**src/rtl/fetch_unit.sv**
```systemverilog
// In-order instruction fetch front end. It tracks at most two in-flight requests
// and buffers up to two fetched words, and it flushes responses that belong to the
// old path when a redirect arrives.
module fetch_unit #(
    parameter logic [31:0] RESET_PC        = 32'h0000_0000,
    parameter int          MAX_OUTSTANDING = 2
) (
    input  logic        clk,
    input  logic        reset,
    output logic        imem_req_valid,
    input  logic        imem_req_ready,
    output logic [31:0] imem_req_addr,
    input  logic        imem_rsp_valid,
    input  logic [31:0] imem_rsp_data,
    input  logic        redirect_valid,
    input  logic [31:0] redirect_pc,
    output logic        f_valid,
    input  logic        f_ready,
    output logic [31:0] f_instr,
    output logic [31:0] f_pc
);

    localparam logic [2:0] MAX_OUT = 3'(MAX_OUTSTANDING);

    typedef enum logic [1:0] {BOOT, RUN, FLUSH} state_t;

    state_t      state_q, state_d;
    logic [31:0] pc_q, pc_d;
    logic [31:0] ifl_addr_q [2];
    logic [31:0] ifl_addr_d [2];
    logic        ifl_head_q, ifl_head_d;
    logic [1:0]  ifl_cnt_q, ifl_cnt_d;
    logic [31:0] out_instr_q [2];
    logic [31:0] out_instr_d [2];
    logic [31:0] out_pc_q [2];
    logic [31:0] out_pc_d [2];
    logic        out_head_q, out_head_d;
    logic [1:0]  out_cnt_q, out_cnt_d;
    logic [1:0]  stale_q, stale_d;

    logic [2:0]  credit_used;
    logic        req_hs;
    logic        f_pop;
    logic        rsp_keep;
    logic        rsp_drop;

    // Credits cover both in-flight requests and buffered words, so a response always has a slot.
    assign credit_used    = {1'b0, ifl_cnt_q} + {1'b0, out_cnt_q};
    assign imem_req_valid = (state_q == RUN) && (credit_used < MAX_OUT);
    assign imem_req_addr  = pc_q;
    assign req_hs         = imem_req_valid && imem_req_ready;

    assign f_valid = (out_cnt_q != 2'd0);
    assign f_instr = out_instr_q[out_head_q];
    assign f_pc    = out_pc_q[out_head_q];
    assign f_pop   = f_valid && f_ready;

    assign rsp_keep = imem_rsp_valid && !redirect_valid && (stale_q == 2'd0);
    assign rsp_drop = imem_rsp_valid && !redirect_valid && (stale_q != 2'd0);

    always_comb begin
        state_d     = state_q;
        pc_d        = pc_q;
        ifl_addr_d  = ifl_addr_q;
        ifl_head_d  = ifl_head_q;
        ifl_cnt_d   = ifl_cnt_q;
        out_instr_d = out_instr_q;
        out_pc_d    = out_pc_q;
        out_head_d  = out_head_q;
        out_cnt_d   = out_cnt_q;
        stale_d     = stale_q;

        if (req_hs) begin
            pc_d = pc_q + 32'd4;
            ifl_addr_d[ifl_head_q ^ ifl_cnt_q[0]] = pc_q;
        end
        if (rsp_keep) begin
            ifl_head_d = ~ifl_head_q;
            out_instr_d[out_head_q ^ out_cnt_q[0]] = imem_rsp_data;
            out_pc_d[out_head_q ^ out_cnt_q[0]]    = ifl_addr_q[ifl_head_q];
        end
        ifl_cnt_d = ifl_cnt_q + {1'b0, req_hs} - {1'b0, rsp_keep};

        if (f_pop) begin
            out_head_d = ~out_head_q;
        end
        out_cnt_d = out_cnt_q + {1'b0, rsp_keep} - {1'b0, f_pop};

        if (rsp_drop) begin
            stale_d = stale_q - 2'd1;
        end

        case (state_q)
            BOOT:    state_d = RUN;
            RUN:     state_d = RUN;
            FLUSH:   if (stale_d == 2'd0) state_d = RUN;
            default: state_d = RUN;
        endcase

        // Everything still owed by memory becomes stale, except a response landing right now.
        if (redirect_valid) begin
            pc_d      = redirect_pc;
            ifl_cnt_d = 2'd0;
            out_cnt_d = 2'd0;
            stale_d   = stale_q + ifl_cnt_q + {1'b0, req_hs} - {1'b0, imem_rsp_valid};
            state_d   = (stale_d != 2'd0) ? FLUSH : RUN;
        end
    end

    always_ff @(posedge clk or negedge reset) begin
        if (!reset) begin
            state_q     <= BOOT;
            pc_q        <= RESET_PC;
            ifl_addr_q  <= '{default: '0};
            ifl_head_q  <= 1'b0;
            ifl_cnt_q   <= 2'd0;
            out_instr_q <= '{default: '0};
            out_pc_q    <= '{default: '0};
            out_head_q  <= 1'b0;
            out_cnt_q   <= 2'd0;
            stale_q     <= 2'd0;
        end else begin
            state_q     <= state_d;
            pc_q        <= pc_d;
            ifl_addr_q  <= ifl_addr_d;
            ifl_head_q  <= ifl_head_d;
            ifl_cnt_q   <= ifl_cnt_d;
            out_instr_q <= out_instr_d;
            out_pc_q    <= out_pc_d;
            out_head_q  <= out_head_d;
            out_cnt_q   <= out_cnt_d;
            stale_q     <= stale_d;
        end
    end

    out_fifo_no_overflow: assert property (@(posedge clk) disable iff (!reset)
        !(rsp_keep && (out_cnt_q == 2'd2)));

endmodule

```
**config.mk**
```make
export PLATFORM = sky130hd
export DESIGN_NAME = fetch_unit
export DESIGN_NICKNAME = d
export VERILOG_FILES = /design/src/rtl/fetch_unit.sv
export SDC_FILE = /design/constraint.sdc
export NUM_CORES = 1
export LEC_CHECK = 0
export CAP_MARGIN = 20
export CORE_MARGIN = 4
export CORE_UTILIZATION = 49
export DETAILED_ROUTE_END_ITERATION = 10
export PLACE_DENSITY = 0.77
export SETUP_SLACK_MARGIN = 0.5
export SLEW_MARGIN = 10
export SYNTH_ARGS = -nofsm -noshare
export SYNTH_HDL_FRONTEND = slang
export SYNTH_SLANG_ARGS = --single-unit
```
**constraint.sdc**
```tcl
create_clock -name clk -period 2.4 [get_ports clk]
set_clock_uncertainty 0.05 [all_clocks]
set_input_delay 0.48 -clock clk [delete_from_list [all_inputs] [get_ports clk]]
set_output_delay 0.48 -clock clk [all_outputs]
set_load 0.005 [all_outputs]
```
==> results of run 1 <==
[power breakdown]
part	total [mW]	internal [mW]	switching, mW	leakage (nW)
clock network	3.93	2.25	1.68	0.407
logic	12.8	7.53	5.22	4.34
registers	7.15	5.75	1.39	2.74
total	23.8	15.5	8.29	7.48
[sequential cells by signal, summed over array words and instances (netlist names)]
name,flops
ifl_head_q,1
state_q,2
out_pc_q,64
imem_req_addr,32
out_instr_q,64
out_cnt_q,2
stale_q,2
ifl_cnt_q,2
ifl_addr_q,64
out_head_q,1
[repair_timing]
item | 4_1_cts | 5_1_grt
pin swaps | 18 | 18
resized for setup | 452 | 307
setup buffers | 92 | 22
gates cloned | 24 | 11
setup endpoints to repair | 296 | 302
hold buffers | 1 | 0
endpoints found under the hold margin | 67 | 0
[cells in the final DEF, fill, tap and decap left out, drive strengths merged, types with 2 or more instances in the layout]
cell | Yosys | routed
clkbuf | 27 | 53
nand3b | 2 | 2
a31oi | 16 | 16
o31ai | 10 | 10
xor2 | 11 | 11
fa | 2 | 2
clkinv | 0 | 6
o31a | 2 | 2
inv | 12 | 13
clkdlybuf4s50 | 0 | 68
xnor2 | 9 | 9
or4 | 16 | 16
buf | 28 | 251
mux2 | 194 | 194
o21ai | 17 | 17
nand3 | 15 | 15
dfrtp | 234 | 234
and4 | 5 | 5
nand2b | 2 | 2
nor2b | 4 | 4
a21oi | 64 | 64
dlygate4sd2 | 0 | 29
ha | 7 | 7
nand2 | 27 | 27
or3 | 8 | 8
mux2i | 33 | 33
nand4 | 15 | 15
and3 | 7 | 7
and2 | 3 | 3
nor2 | 83 | 83
o211ai | 4 | 4
[area by class of cell]
| class | count | area (um^2) |
|---|---|---|
| multi-input cells | 562 | 5574 |
| repair buffers | 366 | 4363 |
| clock inverters | 9 | 83.83 |
| fillers | 1010 | 4046 |
| well taps | 275 | 344.1 |
| inverters | 12 | 47.55 |
| flip-flops and latches | 234 | 5888 |
| clock buffers | 37 | 740.7 |
[cells by family after synthesis]
group	Yosys count
buffers and inverters	67
DFF	234
AOI/OAI and AO/OA	116
muxes	227
xor gates and xnor gates	20
adders and majority gates	9
and+or+nand+nor	190
[layer usage]
layer | GRT usage | vias to the layer above
met5 | 0 | -
met4 | 0.07780 | 0
met3 | 0.04533 | 104
met2 | 0.4765 | 489
met1 | 0.3477 | 4578
li1 | - | 3775
[worst paths after layout]
check                                           start                             to  slack, ns  cells after the start
setup / recovery               out_cnt_q[0]$_DFF_PN0_  imem_req_addr[25]$_DFFE_PN0N_      -0.31                      9
hold / removal             ifl_addr_q[43]$_DFFE_PN0P_     ifl_addr_q[43]$_DFFE_PN0P_       0.46                      1
setup reg to reg               out_cnt_q[0]$_DFF_PN0_  imem_req_addr[25]$_DFFE_PN0N_      -0.31                      9
hold reg to reg            ifl_addr_q[43]$_DFFE_PN0P_     ifl_addr_q[43]$_DFFE_PN0P_       0.46                      1
max in group asynchronous                       reset         out_head_q$_DFFE_PN0P_       1.06                      3
min in group asynchronous                       reset    out_instr_q[28]$_DFFE_PN0P_       0.49                      2
[metrics by stage]
step	utilization	area (um^2)	total power [mW]	hold WS, ns	worst slack (ns)
2_1_floorplan	-	10610	11.04	0.1344	-0.06534
3_3_place_gp	0.6107	12880	14.23	0.4330	-0.08921
3_5_place_dp	0.6107	12880	14.51	0.4399	-0.1557
4_1_cts	0.7325	15450	20.54	0.4438	-0.3018
5_1_grt	0.8081	17040	24.76	0.4651	-0.3691
6_report	0.8081	17040	23.83	0.4585	-0.3140
==> metrics.csv, run 1 <==
stage,metric,value,unit
logic_synthesis,seq_area_frac_synth,0.5545,
clocking,numCtsBuffers,25,
clocking,clock_latency,0.54,ns
logic_synthesis,synth-main-ff-cell,dfrtp_1,
floorplanning,row_count,53,
setup_path,startpoint_type,flop,
logic_synthesis,synth_top_family_by_area,multiplexers,
logic_synthesis,synthXorXnorAreaFrac,0.01659,
power,peakVddDrop,0.0008022,V
placed_design,post-place-cells,1299,
route,drcViolationCount,0,
setup_path,cp_slowest_cell,or4_4,
logic_synthesis,synth_most_common_cell,dfrtp_1,
clocking,cts_tree,built,
logic_synthesis,yosysTopAreaCell,dfrtp_1,
sta,post-route-period-util,1.131,
route,dr_wl_met3,2426,um
setup_path,critPathMaxStageDelay,0.52,ns
logic_synthesis,postSynthAreaPerCell,12.24,um^2
logic_synthesis,async_flop_share,1.000,
sta,finalSetupTns,-23.95,ns
power,p_leak,7.482,nW
clocking,clkTransAtPathRegs,0.07,ns
cells_and_area,antenna_cells,0,
clocking,root_buffer,clkbuf_16,
setup_path,arrival,3.11,ns
logic_synthesis,synthAdderAreaFrac,0.01209,
setup_path,crit_top_cell,buf_6,
cells_and_area,nets,1280,
clocking,cts_buffer_depth,3,
sta,setup_viol,138,
logic_synthesis,ys_ff_latch,234,
setup_path,path_delay_family,simple AND/OR/NAND/NOR gates,
sta,rsz0062_at_grt,true,
route,highest_layer,met4,
grt,first_global_vias,9035,
setup_path,worstPathRequired,2.79,ns
route,wl_per_cell,25.71,um
grt,grt_start_max_net_pins,76,
setup_path,end_kind,flop,
sta,min_period,2.714,ns
logic_synthesis,synth_compound_gate_area_share,0.06185,
floorplanning,die_h,154.8,um
grt,antenna_found_initial,0,
route,ant_nets,0,
floorplanning,dieArea,23960,um^2
route,via_per_inst,5.984,
job,drv_cap,0,
logic_synthesis,synth-simple-area-share,0.09064,
logic_synthesis,synth.net_count,942,
logic_synthesis,synth.area.top_cells,"dfrtp_1, mux2_2, mux2i_1",
floorplanning,die_w,154.8,um
logic_synthesis,synth_area,10560,um^2
sta,fmax,0.3685,GHz
sta,hold_viol,0,
floorplanning,initial_core_util,0.5008,
route,dr.first_iter.drc_count,746,
placed_design,place_hpwl,17000,um
route,first_pass_iters,5,
floorplanning,io_pins,168,
grt,track_usage,0.2713,
cells_and_area,drive_above_1_share,0.5574,
setup_path,path_cells,"and2_4, fa_2, nor4b_4, buf_4, buf_6, nand4_1, buf_6, or4_4, a31oi_1",
logic_synthesis,synth_cell_type_count,38,
cells_and_area,syn_to_final_growth,61.37,%
setup_path,path_class,reg -> reg,
logic_synthesis,synth-edff-count,0,
clocking,htreeDepth,1,
placed_design,portBuffers,167,
route,dr_total_vias,8946,
power,p_per_area,1398,nW/um^2
sta,slew_headroom,0.5910,
logic_synthesis,yosysWarningCount,0,
sta,worst_slack,-0.3140,ns
cells_and_area,layoutNonFillerInstCount,1495,
grt,grt_pass1_wl,51160,um
logic_synthesis,synth_top_area_frac,0.5545,
status,status,"finished, violations left",
sta,maxSlewViolCount,0,
grt,overflow,0,
logic_synthesis,syn_inst,863,
placed_design,gp_congestion,0.8404,
route,met1_length,14800,um
route,wl,38430,um
floorplanning,core_area,21090,um^2
logic_synthesis,synth_commonest_cells,"dfrtp_1, mux2_2, nor2_1",
route,routed-wl-met2,19780,um
clocking,cts.sinks,234,
setup_path,path_buf_inv,3,
sta,worst_slew_pin_slew,0.5965,ns
status,violations,setup timing,
hold_path,hp-class,reg -> reg,
logic_synthesis,synthMuxAreaShare,0.2382,
setup_path,crit_fanout,20,
Power figures use the tool's default switching activity.
==> run 2, diff against run 1 <==
CTS_CLUSTER_DIAMETER = 40   (was not set)
MAX_ROUTING_LAYER = met4   (was not set)
SLEW_MARGIN = 20   (was 10)
==> run 2 against run 1 <==
Net effect:
- the flow still finishes with violations (setup timing)
- routed wire length up 8.1%
- non-clock buffer count up 8
- sequential share of layout area down 1.1 points
- first-iteration DRC count down 14%
- via count up 3.4%
- critical path depth unchanged
- sequential power up 2%
- clock-buffer cell count up 4
- largest cell class unchanged
==> metrics.csv, run 2 (synthesized netlist as in run 1, its figures left out) <==
stage,metric,value,unit
power,p_sw_frac,0.3505,
grt,first_global_vias,9412,
setup_path,timing.rr.end,imem_req_addr[15]$_DFFE_PN0N_,
sta,worst_slack,-0.4791,ns
setup_path,startpoint_type,flop,
floorplanning,die_w,154.8,um
cells_and_area,top_regs,"ifl_addr_q x64, out_instr_q x64, out_pc_q x64",
floorplanning,row_count,53,
setup_path,cp-startpoint,out_cnt_q[0]$_DFF_PN0_,
power,power_frac_seq,0.284,
power,clkPwrFrac,0.196,
cells_and_area,final_cell_mix,"dfrtp_1, buf_6, mux2_2",
setup_path,crit_fanout,5,
clocking,clkTransAtPathRegs,0.06,ns
cells_and_area,syn_to_final_growth,66.27,%
setup_path,path_class,reg -> reg,
floorplanning,dieArea,23960,um^2
clocking,numCtsBuffers,34,
route,dr_total_vias,9249,
grt,antenna_found_initial,0,
job,drv_cap,0,
setup_path,arrival,3.22,ns
placed_design,gp_congestion,0.8535,
status,status,"finished, violations left",
sta,fmax,0.3473,GHz
power,power,25.69,mW
sta,slew_headroom,0.5776,
clocking,cts_buffer_depth,3,
setup_path,worstPathRequired,2.74,ns
route,first_pass_iters,5,
floorplanning,io_pins,168,
cells_and_area,antenna_cells,0,
cells_and_area,drive_above_1_share,0.5648,
route,wl_per_cell,27.36,um
power,p_per_area,1463,nW/um^2
clocking,cts_tree,built,
power,peakVddDrop,0.0007792,V
grt,track_usage,0.2930,
sta,maxSlewViolCount,0,
sta,post-route-period-util,1.200,
clocking,clock_latency,0.51,ns
clocking,htreeDepth,2,
status,violations,setup timing,
grt,grt_start_max_net_pins,76,
setup_path,ff2ff_path_depth,9,
route,dr.first_iter.drc_count,644,
power,p_comb_frac,0.520,
floorplanning,die_h,154.8,um
placed_design,portBuffers,167,
power,p_int,16.69,mW
cells_and_area,fillers,977,
route,wl,41530,um
grt,grt_pass1_wl,53790,um
sta,hold_viol,0,
floorplanning,core_area,21090,um^2
power,p_leak,7.742,nW
setup_path,r2r_slack,-0.48,ns
sta,worst_slew_pin_slew,0.6335,ns
floorplanning,initial_core_util,0.5008,
grt,overflow,0,
setup_path,rr_startpoint,out_cnt_q[0]$_DFF_PN0_,
route,drcViolationCount,0,
placed_design,place_ws,-0.1557,ns
route,ant_nets,0,
cells_and_area,final_common_cell,dfrtp_1,
clocking,cts.sinks,234,
cells_and_area,nets,1297,
power,switching_power,9.003,mW
clocking,root_buffer,clkbuf_16,
sta,rsz0062_at_grt,true,
setup_path,cp-endpoint,imem_req_addr[15]$_DFFE_PN0N_,
setup_path,end_kind,flop,
sta,setup_viol,286,
hold_path,hp-class,reg -> reg,
placed_design,place_hpwl,17000,um
route,via_per_inst,6.093,
sta,min_period,2.879,ns
==> run 2: cell count changes in the layout (fill, tap and decap cells not counted), sizes merged, moves of 2 or more <==
cell	change
clkinvlp	+2
clkinv	+3
clkdlybuf4s50	+6
buf	+9
inv	+6
clkbuf	+3
dlygate4sd2	-6
==> run 2: power by group through the flow <==
| stage | logic [mW] | clock network [mW] | registers (mW) |
|---|---|---|---|
| 3_5_place_dp | 7.75 | 0 | 6.76 |
| 3_3_place_gp | 7.60 | 0 | 6.63 |
| 5_1_grt | 13.9 | 5.21 | 7.41 |
| 2_1_floorplan | 4.58 | 0 | 6.46 |
| 4_1_cts | 11.0 | 4.94 | 6.80 |
| 6_report | 13.4 | 5.03 | 7.30 |
==> run 2: worst min path at each step <==
stage | start | endpoint | slack (ns) | depth (start not counted)
finish | ifl_addr_q[4]$_DFFE_PN0P_ | ifl_addr_q[4]$_DFFE_PN0P_ | 0.46 | 1
floorplan | reset | ifl_addr_q[0]$_DFFE_PN0P_ | 0.13 | 0
detailed placement | reset | out_instr_q[9]$_DFFE_PN0P_ | 0.44 | 1
global route | ifl_addr_q[34]$_DFFE_PN0P_ | ifl_addr_q[34]$_DFFE_PN0P_ | 0.46 | 1
global placement | out_instr_q[0]$_DFFE_PN0P_ | out_instr_q[0]$_DFFE_PN0P_ | 0.43 | 1
CTS | ifl_addr_q[37]$_DFFE_PN0P_ | ifl_addr_q[37]$_DFFE_PN0P_ | 0.45 | 1
==> run 2: area by class of cell <==
| cell class | count | area (um^2) | area share |
|---|---|---|---|
| clock buffers | 41 | 960.9 | 0.05473 |
| inverters | 12 | 47.55 | 0.002708 |
| clock inverters | 20 | 171.4 | 0.009763 |
| flip-flops and latches | 234 | 5882 | 0.3350 |
| multi-input cells | 562 | 5604 | 0.3192 |
| repair buffers | 374 | 4548 | 0.2590 |
| well taps | 275 | 344.1 | 0.01960 |
==> run 2: routing by layer <==
| layer | vias to the layer above | global-route usage | share of wire |
|---|---|---|---|
| li1 | 3814 | - | - |
| met1 | 4687 | 0.3577 | 0.36 |
| met2 | 554 | 0.5069 | 0.52 |
| met3 | 194 | 0.05624 | 0.068 |
| met4 | 0 | 0.06981 | 0.053 |
| met5 | - | - | 0 |
==> run 2: worst max-delay path, stage by stage (launching register included) <==
cell,delay (ns)
dfrtp_1,0.40
and2_4,0.18
fa_2,0.51
nor4b_4,0.34
buf_4,0.19
buf_6,0.09
buf_6,0.09
nand4_1,0.23
or3_1,0.44
a31oi_1,0.23
==> run 2: metrics by stage <==
step / util / cell area [um^2] / instances / hold slack, ns / TNS [ns]
final: 0.8326 / 17560 / 1518 / 0.4591 / -49.91
after global routing: 0.8326 / 17560 / 1518 / 0.4632 / -54.42
after CTS: 0.7691 / 16220 / 1482 / 0.4538 / -23.07
after detailed placement: 0.6107 / 12880 / 1299 / 0.4399 / -4.733
after global placement: 0.6107 / 12880 / 1299 / 0.4330 / -0.1782
after floorplan: - / 10610 / 863 / 0.1344 / -0.3940
==> run 2: timing repair <==
item | 4_1_cts | 5_1_grt
hold endpoints to repair | 67 | 0
buffers inserted | 96 | 24
resized for setup | 544 | 224
hold buffers | 1 | 0
pin swaps | 24 | 18
endpoints found under the setup margin | 297 | 305
cloned | 25 | 12
==> run 3, diff against run 2 <==
CORE_MARGIN = 3   (was 4)
CORE_UTILIZATION = 50   (was 49)
PLACE_DENSITY = 0.75   (was 0.77)
REMOVE_ABC_BUFFERS = 1   (was not set)
clock period = 3.3 ns   (was 2.4 ns; I/O delays follow)
==> run 3 against run 2 <==
Net effect:
- the flow now finishes without violations
- clock power down 23%
- worst setup slack gained 0.91 ns
- clock-buffer cell count rose by 2
- via count decreased by 20%
- non-clock buffer count is 171 lower
- largest power group unchanged
- core utilization shrank 15 points
- sequential share of layout area rose by 8.3 points
- hold slack worse by 0.34 ns
- cell count is 11% lower
- die area fell by 4.4%
- final area is 20% lower
- register-to-register slack better by 0.91 ns
==> metrics.csv, run 3 (synthesized netlist as in run 1, its figures left out) <==
stage,metric,value,unit
grt,grt_pass1_wl,38960,um
sta,worst_slack,0.4280,ns
sta,fmax,0.3482,GHz
placed_design,post-place-cells,1266,
setup_path,path_depth,9,
sta,min_period,2.872,ns
power,power,14.37,mW
clocking,cts_buffer_depth,3,
floorplanning,core_area,20490,um^2
placed_design,place_hpwl,15480,um
route,via_per_inst,5.528,
setup_path,cp_slowest_cell,fa_1,
floorplanning,die_w,151.3,um
grt,first_global_vias,7561,
sta,post-route-period-util,0.8703,
route,wl,24670,um
setup_path,path_buf_inv,3,
clocking,root_buffer,clkbuf_16,
power,p_leak,5.963,nW
grt,track_usage,0.2206,
sta,hold_viol,0,
setup_path,worstPathRequired,3.67,ns
route,dr.first_iter.drc_count,362,
clocking,numCtsBuffers,35,
placed_design,portBuffers,167,
floorplanning,io_pins,168,
route,ant_nets,0,
cells_and_area,final_cell_mix,"dfrtp_1, mux2_2, clkdlybuf4s50_1",
cells_and_area,fillers,1531,
cells_and_area,layoutNonFillerInstCount,1344,
setup_path,crit_fanout,6,
setup_path,ff2ff_path_depth,9,
setup_path,startpoint_type,flop,
setup_path,path_delay_family,simple AND/OR/NAND/NOR gates,
sta,rsz0062_at_grt,true,
clocking,clkTransAtPathRegs,0.06,ns
grt,grt_start_max_net_pins,94,
setup_path,cp-startpoint,out_cnt_q[0]$_DFF_PN0_,
route,dr_total_vias,7429,
cells_and_area,syn_to_final_growth,32.92,%
clocking,cts_tree,built,
route,drcViolationCount,0,
setup_path,path_class,reg -> reg,
sta,maxSlewViolCount,0,
placed_design,gp_congestion,0.8020,
cells_and_area,multi_input_area,4484,um^2
grt,overflow,0,
sta,setup_viol,0,
floorplanning,dieArea,22900,um^2
setup_path,end_kind,flop,
clocking,htreeDepth,2,
clocking,cts.sinks,234,
setup_path,arrival,3.25,ns
route,wl_per_cell,18.35,um
placed_design,place_ws,0.3758,ns
cells_and_area,drive_above_1_share,0.2896,
cells_and_area,final_common_cell,dfrtp_1,
floorplanning,row_count,52,
clocking,clock_latency,0.50,ns
floorplanning,die_h,151.3,um
cells_and_area,seqCellArea,5861,um^2
setup_path,rr_startpoint,out_cnt_q[0]$_DFF_PN0_,
cells_and_area,utilization,0.6849,
power,p_per_area,1023,nW/um^2
setup_path,path_cells,"and2_4, fa_1, nor4b_4, buf_4, buf_6, nand4_1, buf_2, or4_1, a31oi_1",
setup_path,critPathMaxStageDelay,0.51,ns
power,peakVddDrop,0.0005902,V
cells_and_area,nets,1127,
cells_and_area,antenna_cells,0,
status,status,"finished, final reports clean",
cells_and_area,top_regs,"ifl_addr_q x64, out_instr_q x64, out_pc_q x64",
job,drv_cap,0,
hold_path,hp-class,in -> async,
sta,slew_headroom,0.5157,
route,first_pass_iters,4,
sta,worst_slew_pin_slew,0.7264,ns
grt,antenna_found_initial,0,
floorplanning,initial_core_util,0.5153,
==> run 3: cell type report <==
type,count,area share
tap,270,0.02407
timing repair buffer,203,0.1470
clock buffer,43,0.07114
multi-input combinational,562,0.3195
inverter,12,0.003209
sequential,234,0.4175
clock inverter,20,0.01756
==> run 3: final timing paths <==
check                      slack (ns)                             to
setup / recovery                 0.43  imem_req_addr[23]$_DFFE_PN0N_
hold / removal                   0.11    out_instr_q[22]$_DFFE_PN0P_
setup reg to reg                 0.43  imem_req_addr[23]$_DFFE_PN0N_
hold reg to reg                  0.45    out_instr_q[35]$_DFFE_PN0P_
max in group asynchronous        2.21     out_instr_q[8]$_DFFE_PN0P_
min in group clk                 0.45    out_instr_q[35]$_DFFE_PN0P_
==> run 3: metrics by stage <==
stage,hold slack [ns],setup TNS (ns),instance area [um^2]
after floorplan,0.3144,-325.95,10330
after global placement,0.4327,0,12590
after detailed placement,0.4413,0,12590
after CTS,0.1576,0,13860
after global routing,0.1614,0,14040
final,0.1150,0,14040
==> run 3: routing by layer <==
layer,track usage,vias to the layer above,wire length (um)
met5,-,-,0
met4,0.05666,0,344
met3,0.03561,28,1265
met2,0.3532,182,11930
met1,0.2964,3754,11130
li1,-,3465,-
==> run 3: report_power, final <==
part	total, mW	switching [mW]	internal [mW]
Combinational	5.60	2.17	3.43
Clock	3.85	1.36	2.49
Sequential	4.91	0.733	4.18
==> run 3: repair_timing <==
action                                  4_1_cts  5_1_grt
hold buffers                                  0        0
pin swaps                                     1       13
endpoints found under the setup margin       53       62
cloned                                        0        4
resized for setup                             4       13
buffers inserted                              3        8
==> edit (flow settings as in run 1) <==
The 3 states of `state_t` get a one-hot encoding in 3 bits.
--- a/src/rtl/fetch_unit.sv
+++ b/src/rtl/fetch_unit.sv
@@ -23,5 +23,5 @@
     localparam logic [2:0] MAX_OUT = 3'(MAX_OUTSTANDING);
 
-    typedef enum logic [1:0] {BOOT, RUN, FLUSH} state_t;
+    typedef enum logic [2:0] {BOOT = 3'b001, RUN = 3'b010, FLUSH = 3'b100} state_t;
 
     state_t      state_q, state_d;
Behaviour: no difference found for any inputs over 4 cycles, from zero or initial values and one cycle with reset low; so few cycles prove little.
==> edit against run 1 <==
The run still ends with setup timing left. Global-route usage is 1.4 points lower. Combinational power shrank 9%. Design area grew 2.4%. Synthesized cell count increased by 3.8%. Synthesized area grew 2.2%. Critical path depth rose by 2. Clock power down 4%. Routed wire length is 2.0% higher. Total power down 5.8%. Sequential cell count up 1. Worst setup slack lost 0.21 ns. Largest cell class unchanged. Largest power group unchanged.
==> edit: results (changes against run 1) <==
- The proportion of layout cells with a drive suffix above 1 is 0.498 (was 0.557).
- The number of combinational gates with multiple inputs is 586 (was 562).
- The non-clock buffer instance count of the final layout was 368 (was 366).
- The fill cell total of the finished layout is 1,098 (was 1,010).
- The leakage power of the design is 7.80 nW (was 7.48 nW).
- The pre-CTS setup slack came to -0.425 ns (was -0.156 ns).
- The layout overhead on the synthesized area is 61.7% (was 61.4%).
- The met2 track demand over resource in global routing is 0.449 (was 0.476).
- Failing checks: setup timing (unchanged).
- The routed metal-1 wirelength is 14.9 mm (was 14.8 mm).
- The flip-flop and latch power is 7.11 mW (was 7.15 mW).
- The number of buffers inserted during clock tree synthesis is 24 (was 25).
- The inverter count is 16 (was 12).
- The post-cts gate resize count is 540 (was 452).
- The setup slack after layout was -0.528 ns (was -0.314 ns).
- Top area cells in the synthesized netlist: sky130_fd_sc_hd__dfrtp_1, sky130_fd_sc_hd__mux2_2, sky130_fd_sc_hd__mux2_4 (was sky130_fd_sc_hd__dfrtp_1, sky130_fd_sc_hd__mux2_2, sky130_fd_sc_hd__mux2i_1).
- The placer congestion estimate is 0.817 (was 0.840).
- The net load switching power is 7.73 mW (was 8.29 mW).
- Run status: finished with violations (unchanged).
- The clock latency reported for the late side of the worst-skew pair is 0.52 ns (was 0.54 ns).
- The routed length per placed instance is 25.7 µm (about the same).
- The synthesized area per cell came to 12.0 µm² (was 12.2 µm²).
- The clock network contribution to total cell area is 0.0450 (was 0.0484).
- The finished layout cell area came to 17,400 µm² (was 17,000 µm²).
- The placed instance count came to 1,344 (was 1,299).
- The met3 capacity usage during global routing came to 0.0348 (was 0.0453).
- The met1 usage in global routing was 0.338 (was 0.348).
- The footprint of the flip-flops and latches is 5900 µm² (was 5890 µm²).
- The post-route setup TNS came to -42.28 ns (was -23.95 ns).
- The post-synthesis sequential area ratio came to 0.545 (was 0.555).
- The pin count of the biggest net entering global routing is 62 (was 76).
- Synth top cells by count: sky130_fd_sc_hd__dfrtp_1, sky130_fd_sc_hd__mux2_2, sky130_fd_sc_hd__nor2_1 (unchanged).
- The power per standard cell area was 1290 nW/µm² (was 1400 nW/µm²).
- The number of setup violations in the final report is 144 (was 138).
- The largest fanout of any net on the critical path was 3 (was 20).
- The via count of the first global-routing pass is 8,931 (was 9,035).
- The power of the combinational group is 11.6 mW (was 12.8 mW).
- The first-pass GRT wire length came to 49.7 mm (was 51.2 mm).
- The global-route usage over all layers is 0.257 (was 0.271).
- The DRC marker count from the first detailed-route iteration is 829 (was 746).
- The total vias in the final route is 9,147 (was 8,946).
- The clock buffer count is 36 (was 37).
==> edit: worst paths after layout <==
check	from	endpoint	slack, ns	depth (start not counted)
max in group asynchronous	reset	imem_req_addr[6]	1.11	3
worst min register to register	ifl_addr_q[60]	ifl_addr_q[60]	0.44	1
worst min-delay path	ifl_addr_q[60]	ifl_addr_q[60]	0.44	1
worst max-delay path	ifl_cnt_q[0]	imem_req_addr[9]	-0.53	11
min in group asynchronous	reset	out_instr_q[58]	0.45	2
worst max register to register	ifl_cnt_q[0]	imem_req_addr[9]	-0.53	11
==> edit: kinds of logic after synthesis <==
logic type	Yosys count	synth area share
buf+inv	75	0.0291
simple gates	207	0.0954
compound gates	131	0.0698
xor+xnor	19	0.0154
flops	235	0.545
mux	219	0.233
other cells	1	0.000347
fa+ha+maj	9	0.0118
==> edit: worst max-delay path: cells and delay by family (launching register included) <==
kind | cells | cell delay [ns]
simple gates | 4 | 0.99
buf+inv | 5 | 0.61
fa+ha+maj | 1 | 0.45
flops | 1 | 0.39
compound gates | 1 | 0.30
